$ cat src/rtl/traffic_light_ctrl.sv
// Moore sequencer for a main/side intersection with a pedestrian crossing.
// Optional blinking-walk phase is built when TL_WALK_BLINK_EN is defined.
module traffic_light_ctrl #(
  parameter int unsigned T_BASE  = 6,
  parameter int unsigned T_EXT   = 3,
  parameter int unsigned T_YEL   = 2,
  parameter int unsigned T_WALK  = 5
`ifdef TL_WALK_BLINK_EN
  ,
  parameter int unsigned T_BLINK = 4
`endif
) (
  input  logic       clock,
  input  logic       reset,
  input  logic       sensor,
  input  logic       walk_req,
  input  logic       expired,
  input  logic       two_hz_enable,
  output logic [4:0] timer_value,
  output logic       timer_start,
  output logic [2:0] main_lights,
  output logic [2:0] side_lights,
  output logic       walk_light
);

  typedef enum logic [2:0] {
    MAIN_GREEN,
    MAIN_YELLOW,
    WALK,
    SIDE_GREEN,
    SIDE_EXT,
    SIDE_YELLOW
`ifdef TL_WALK_BLINK_EN
    ,
    WALK_BLINK
`endif
  } state_e;

  state_e state_q, state_d;
  logic   load_q, load_d;
  logic   walk_pend_q, walk_pend_d;

`ifdef TL_WALK_BLINK_EN
  logic   blink_q, blink_d;
`else
  logic   unused_blink_strobe;
  assign unused_blink_strobe = two_hz_enable;
`endif

  always_ff @(posedge clock or posedge reset) begin
    if (reset) begin
      state_q     <= MAIN_GREEN;
      load_q      <= 1'b1;
      walk_pend_q <= 1'b0;
`ifdef TL_WALK_BLINK_EN
      blink_q     <= 1'b0;
`endif
    end else begin
      state_q     <= state_d;
      load_q      <= load_d;
      walk_pend_q <= walk_pend_d;
`ifdef TL_WALK_BLINK_EN
      blink_q     <= blink_d;
`endif
    end
  end

  always_comb begin
    state_d     = state_q;
    load_d      = 1'b0;
    walk_pend_d = walk_pend_q;
    // expired is only honoured in RUN; every detection starts a LOAD cycle
    if (!load_q && expired) begin
      load_d = 1'b1;
      unique case (state_q)
        MAIN_GREEN:  state_d = (sensor || walk_pend_q) ? MAIN_YELLOW : MAIN_GREEN;
        MAIN_YELLOW: state_d = walk_pend_q ? WALK : SIDE_GREEN;
`ifdef TL_WALK_BLINK_EN
        WALK:        state_d = WALK_BLINK;
        WALK_BLINK:  state_d = sensor ? SIDE_GREEN : MAIN_GREEN;
`else
        WALK:        state_d = sensor ? SIDE_GREEN : MAIN_GREEN;
`endif
        SIDE_GREEN:  state_d = sensor ? SIDE_EXT : SIDE_YELLOW;
        SIDE_EXT:    state_d = SIDE_YELLOW;
        SIDE_YELLOW: state_d = MAIN_GREEN;
        default:     state_d = MAIN_GREEN;
      endcase
    end
    if (load_q && state_q == WALK) walk_pend_d = 1'b0;
    if (walk_req) walk_pend_d = 1'b1;
`ifdef TL_WALK_BLINK_EN
    // Held at 1 outside the blink phase so the lamp enters WALK_BLINK lit
    blink_d = blink_q;
    if (state_q != WALK_BLINK) blink_d = 1'b1;
    else if (two_hz_enable)    blink_d = ~blink_q;
`endif
  end

  always_comb begin
    timer_start = load_q;
    main_lights = 3'b100;
    side_lights = 3'b100;
    walk_light  = 1'b0;
    timer_value = 5'(T_BASE);
    unique case (state_q)
      MAIN_GREEN: begin
        main_lights = 3'b001;
        timer_value = 5'(T_BASE);
      end
      MAIN_YELLOW: begin
        main_lights = 3'b010;
        timer_value = 5'(T_YEL);
      end
      WALK: begin
        walk_light  = 1'b1;
        timer_value = 5'(T_WALK);
      end
`ifdef TL_WALK_BLINK_EN
      WALK_BLINK: begin
        walk_light  = blink_q;
        timer_value = 5'(T_BLINK);
      end
`endif
      SIDE_GREEN: begin
        side_lights = 3'b001;
        timer_value = 5'(T_BASE);
      end
      SIDE_EXT: begin
        side_lights = 3'b001;
        timer_value = 5'(T_EXT);
      end
      SIDE_YELLOW: begin
        side_lights = 3'b010;
        timer_value = 5'(T_YEL);
      end
      default: ;
    endcase
  end

endmodule

$ cat config.mk
export PLATFORM = sky130hd
export DESIGN_NAME = traffic_light_ctrl
export DESIGN_NICKNAME = d
export VERILOG_FILES = /design/src/rtl/traffic_light_ctrl.sv
export SDC_FILE = /design/constraint.sdc
export NUM_CORES = 1
export LEC_CHECK = 0
export CORE_AREA = 2 2 39 41
export DETAILED_ROUTE_END_ITERATION = 10
export DIE_AREA = 0 0 41 43
export PLACE_DENSITY = 0.55
export REMOVE_ABC_BUFFERS = 1
export SETUP_SLACK_MARGIN = 0.3
export SKIP_CTS_REPAIR_TIMING = 1
export SLEW_MARGIN = 20
export SYNTH_ARGS = -nofsm -noshare
export SYNTH_HDL_FRONTEND = slang
export SYNTH_SLANG_ARGS = --single-unit
$ cat constraint.sdc
create_clock -name clock -period 1.4 [get_ports clock]
set_input_delay 0.28 -clock clock [delete_from_list [all_inputs] [get_ports clock]]
set_output_delay 0.28 -clock clock [all_outputs]
set_load 0.02 [all_outputs]
# [Yosys cells after proc, flatten, opt, wreduce, memory -nomap -nowiden]
# Index checks and enable logic that the tools add are counted.
[op_classes] eq_ne=5 muxes=12 reduce_logical=8
[op_table] cell="3-bit one-hot mux with 5 select lines" n=1
[op_table] cell="3-bit one-hot mux with 2 select lines" n=2
[op_table] cell="3-bit one-hot mux with 3 select lines" n=1
[op_table] cell="1-bit 2-to-1 mux" n=7
[op_table] cell="3-bit by 2-bit == test with 1-bit output, second input constant" n=2
[op_table] cell="3-bit == test, second input constant" n=2
[op_table] cell="2-bit OR reduction" n=2
[op_table] cell="3-bit by 1-bit == test with 1-bit output, second input constant" n=1
[op_table] cell="3-bit zero test" n=1
[op_table] cell="1-bit logical AND" n=2
[op_table] cell="2-bit 2-to-1 mux" n=1
[op_table] cell="2-bit nonzero test" n=1
[op_table] cell="1-bit zero test" n=1
[op_table] cell="1-bit logical OR" n=1
[totals] reg_bits=5 input_bits=6 out_inout_bits=13 wordCells=28

# [Longest topological paths before layout]
[logic_depth] ltp_word=4 ltp_mapped=4 ltp_nobuf=3

# [Worst setup path after synthesis]
# Ideal clock, no wire load.
[synth_timing] path_kind="register to output" start="register state_q[1]" end="output port side_lights[2]" arrival_ps=1149 required_time_ps=1120 path_slack_ps=-29 path_stages_with_launch=4 n_path_buf=0 cell_sequence="dfrtp_1 > nand2b_1 > mux2i_2 > nor2_1"
[synth_via] elab_chain_len=3 word_cells_on_any_way=5 classes_between="eq/ne (3); mux (1); reduce/logical (1)"
[synth_rtl] item="from (decl)" line="39" source="state_e state_q, state_d;"
[synth_rtl] item="from (signal assigned)" line="59" source="state_q <= state_d;"
[synth_rtl] item="3-bit == test or 3-bit by 2-bit == test with 1-bit output (tied branches)" line="106" source="unique case (state_q)"
[synth_rtl] item="2-bit OR reduction (no source line)"
[synth_rtl] item="3-bit one-hot mux with 2 select lines *" line="106"
[synth_rtl] item="to (decl)" line="22" source="output logic [2:0] side_lights,"
# Mark *: on every way between the ends. The rest lies on a longest branch, timed or not.

# [Worst setup path after layout]
[layout_timing] start="register state_q[2]" end="output port main_lights[1]"
[layout_via] elab_chain_len=2 word_cells_on_any_way=3 classes_between="eq/ne (1); mux (1); reduce/logical (1)"
[layout_rtl] item="3-bit by 1-bit == test with 1-bit output or 3-bit zero test (tied branches)" line="106"
[layout_rtl] item="3-bit one-hot mux with 2 select lines *" line="106"
[layout_rtl] item="to (decl)" line="21" source="output logic [2:0] main_lights,"
# Marks and branches as above.

==> impl_metrics.csv <==
group,metric,value,unit
yosys,synth.yosys.seq_area_share,37.1,%
critical_path,cp_max_fo,7,
sta,finalMaxSlewViolations,0,
critical_path,critical_path.max_stage_delay,460,ps
critical_path,cp-start-kind,"flop",
final_layout,fin_util,49.4,%
critical_path,crit_buf_inv,1,
yosys,synth-warning-count,0,
yosys,ys_ff_latch,5,
global_route,track_usage,10.7,%
yosys,syn_area_per_cell,8.73,um2
drt,highest_layer,"met3",
final_layout,final_common_cell,"buf_4",
cts,clkSinkCount,5,
sta,finalHoldViolCount,0,
global_route,grt_pass1_wl,1.24,mm
floorplanning,die_h,43,um
final_layout,syn_to_final_growth,101,%
power_and_ir_drop,power.density,2470,nW/um2
yosys,synth_cell_types,24,
yosys,synth_top_area_share,29.4,%
floorplanning,die_x,41,um
power_and_ir_drop,p_leak,0.000330,uW
status,status,"complete, but fails checks",
drt,wl_met1,440,um
sta,fmax,651,MHz
yosys,synth_area_leaders,"dfrtp_1 (29%), dfstp_2 (7.7%), nor2_1 (6.6%)",
drt,finalWirelength,1.15,mm
final_layout,layout_common_cells,"buf_4 (12), buf_6 (9)",
final_layout,num_antenna_cells,0,
job,drv_cap,0,
sta,period_share,110,%
placed_design,dpl_cell_area,556,um2
global_route,grt_max_degree,8,
sta,timing.hold.ws,244,ps
drt,dr_wl_met3,63,um
floorplanning,row_count,14,
cts,cts_buffer_depth,2,
floorplanning,pin_count,19,
floorplanning,die_area,1760,um2
final_layout,final_area,683,um2
cts,htreeDepth,1,
placed_design,io_buffers,15,
critical_path,required,1120,ps
floorplanning,design.core.area,1380,um2
final_layout,fill_cells,138,
yosys,netlist_area,340,um2
worst_hold_path,hp-class,"in -> async",
final_layout,final_cell_count_no_fill,85,
drt,ant_nets,0,
critical_path,path_class,"reg -> out",
critical_path,crit_family,"flip-flops",
placed_design,post-place-cells,77,
drt,via_count,381,
drt,drc,0,
cts,clk_latency,230,ps
drt,drt_iter0_drc,5,
drt,drt-pass1-iter-count,4,
drt,via_per_inst,4.48,
final_layout,drive_above_1_share,66.7,%
critical_path,cp-end-kind,"primary output",
global_route,grt_antenna_before_repair,0,
cts,path_clk_slew,40,ps
sta,fin_skew,0.739,ps
placed_design,dp.final_hpwl,648,um
power_and_ir_drop,ir_drop,1060,uV
drt,routed-wl-met2,645,um
floorplanning,initial_core_util,24.6,%
drt,wl_per_cell,13.5,um
global_route,grt_overflow,0,
sta,period_needed,1540,ps
cts,cts-root-buf,"clkbuf_4",
sta,setup_ws,-136,ps
sta,rsz0062_at_grt,"true",
cts,numCtsBuffers,3,
cts,cts_tree,"yes",
status,violations,"negative setup slack",
yosys,syn_inst,39,
critical_path,cpMaxStageDelayCell,"dfrtp_2",
yosys,synth_top_area_cell,"dfrtp_1",
final_layout,nNetsFinal,76,
critical_path,cp.arrival,1260,ps
global_route,grt_pass1_vias,313,
critical_path,worstPathCellList,"or2_4 > nor2_2 > buf_6",
placed_design,gp_congestion,0.767,
sta,setup_viol,8,
power_and_ir_drop,power,1690,uW
==> report_power, final <==
| part | total (uW) | internal [uW] | leakage (uW) | switching (uW) |
|---|---|---|---|---|
| registers | 272 | 197 | 0.0000544 | 75.2 |
| logic | 1260 | 634 | 0.000260 | 624 |
| clock network | 160 | 107 | 0.0000150 | 52.2 |
| total | 1690 | 939 | 0.000330 | 752 |
==> flip-flops by register name, indices dropped and copies added, names as in the netlist <==
register     flops
state_q          3
timer_start      1
walk_pend_q      1
==> worst paths after layout <==
check | depth (start not counted) | slack (ps) | end | from
max in group asynchronous | 2 | 920 | timer_start$_DFF_PP1_ | reset
min | 2 | 240 | state_q[2]$_DFFE_PP0P_ | reset
min reg2reg | 1 | 490 | walk_pend_q$_DFFE_PP0P_ | walk_pend_q$_DFFE_PP0P_
max reg2reg | 5 | 70 | state_q[0]$_DFFE_PP0P_ | state_q[1]$_DFFE_PP0P_
max | 3 | -140 | main_lights[1] | state_q[2]$_DFFE_PP0P_
min in group clock | 1 | 490 | walk_pend_q$_DFFE_PP0P_ | walk_pend_q$_DFFE_PP0P_
==> routing by layer <==
metal	track usage [%]	up-vias
li1	-	186
met1	15.1	183
met2	13.1	12
met3	3.14	0
met4	8.00	0
met5	0	-
==> synthesized netlist by cell type <==
library cell / instances
o2bb2ai_1: 1
a2111o_1: 1
buf_6: 1
nor4_1: 1
nand4bb_1: 1
a21oi_1: 3
nor2_1: 6
dfrtp_1: 4
inv_1: 4
dfstp_2: 1
nand3b_1: 1
o21ai_0: 1
or2_1: 1
nand2_1: 1
a21o_1: 1
and3_1: 1
nand3_1: 1
buf_4: 2
nand2b_1: 2
or2b_1: 1
mux2_4: 1
mux2i_2: 1
conb_1: 1
clkinv_1: 1
==> area by class of cell <==
class / count / area, um2 / area share [%]
multi-input cells: 27 / 235 / 34.4
flip-flops and latches: 5 / 129 / 18.9
repair buffers: 28 / 249 / 36.4
well taps: 16 / 20.0 / 2.93
inverters: 5 / 23.8 / 3.48
clock buffers: 4 / 26.3 / 3.85
==> per-stage QoR <==
step / setup WS, ps / TNS, ps
3_3_place_gp: -369 / -2870
2_1_floorplan: -48.8 / -48.8
3_5_place_dp: -353 / -2800
6_report: -136 / -648
4_1_cts: -631 / -5340
5_1_grt: -211 / -1280
==> logic make-up (layout without fill, tap and decap cells) <==
family | Yosys count | in the layout | synth area share, %
compound gates | 7 | 7 | 14.0
other cells | 1 | 2 | 1.10
simple gates | 16 | 16 | 26.1
flops | 5 | 5 | 37.1
mux | 2 | 2 | 8.45
buf+inv | 8 | 37 | 13.2
(Power assumes the default switching activity.)
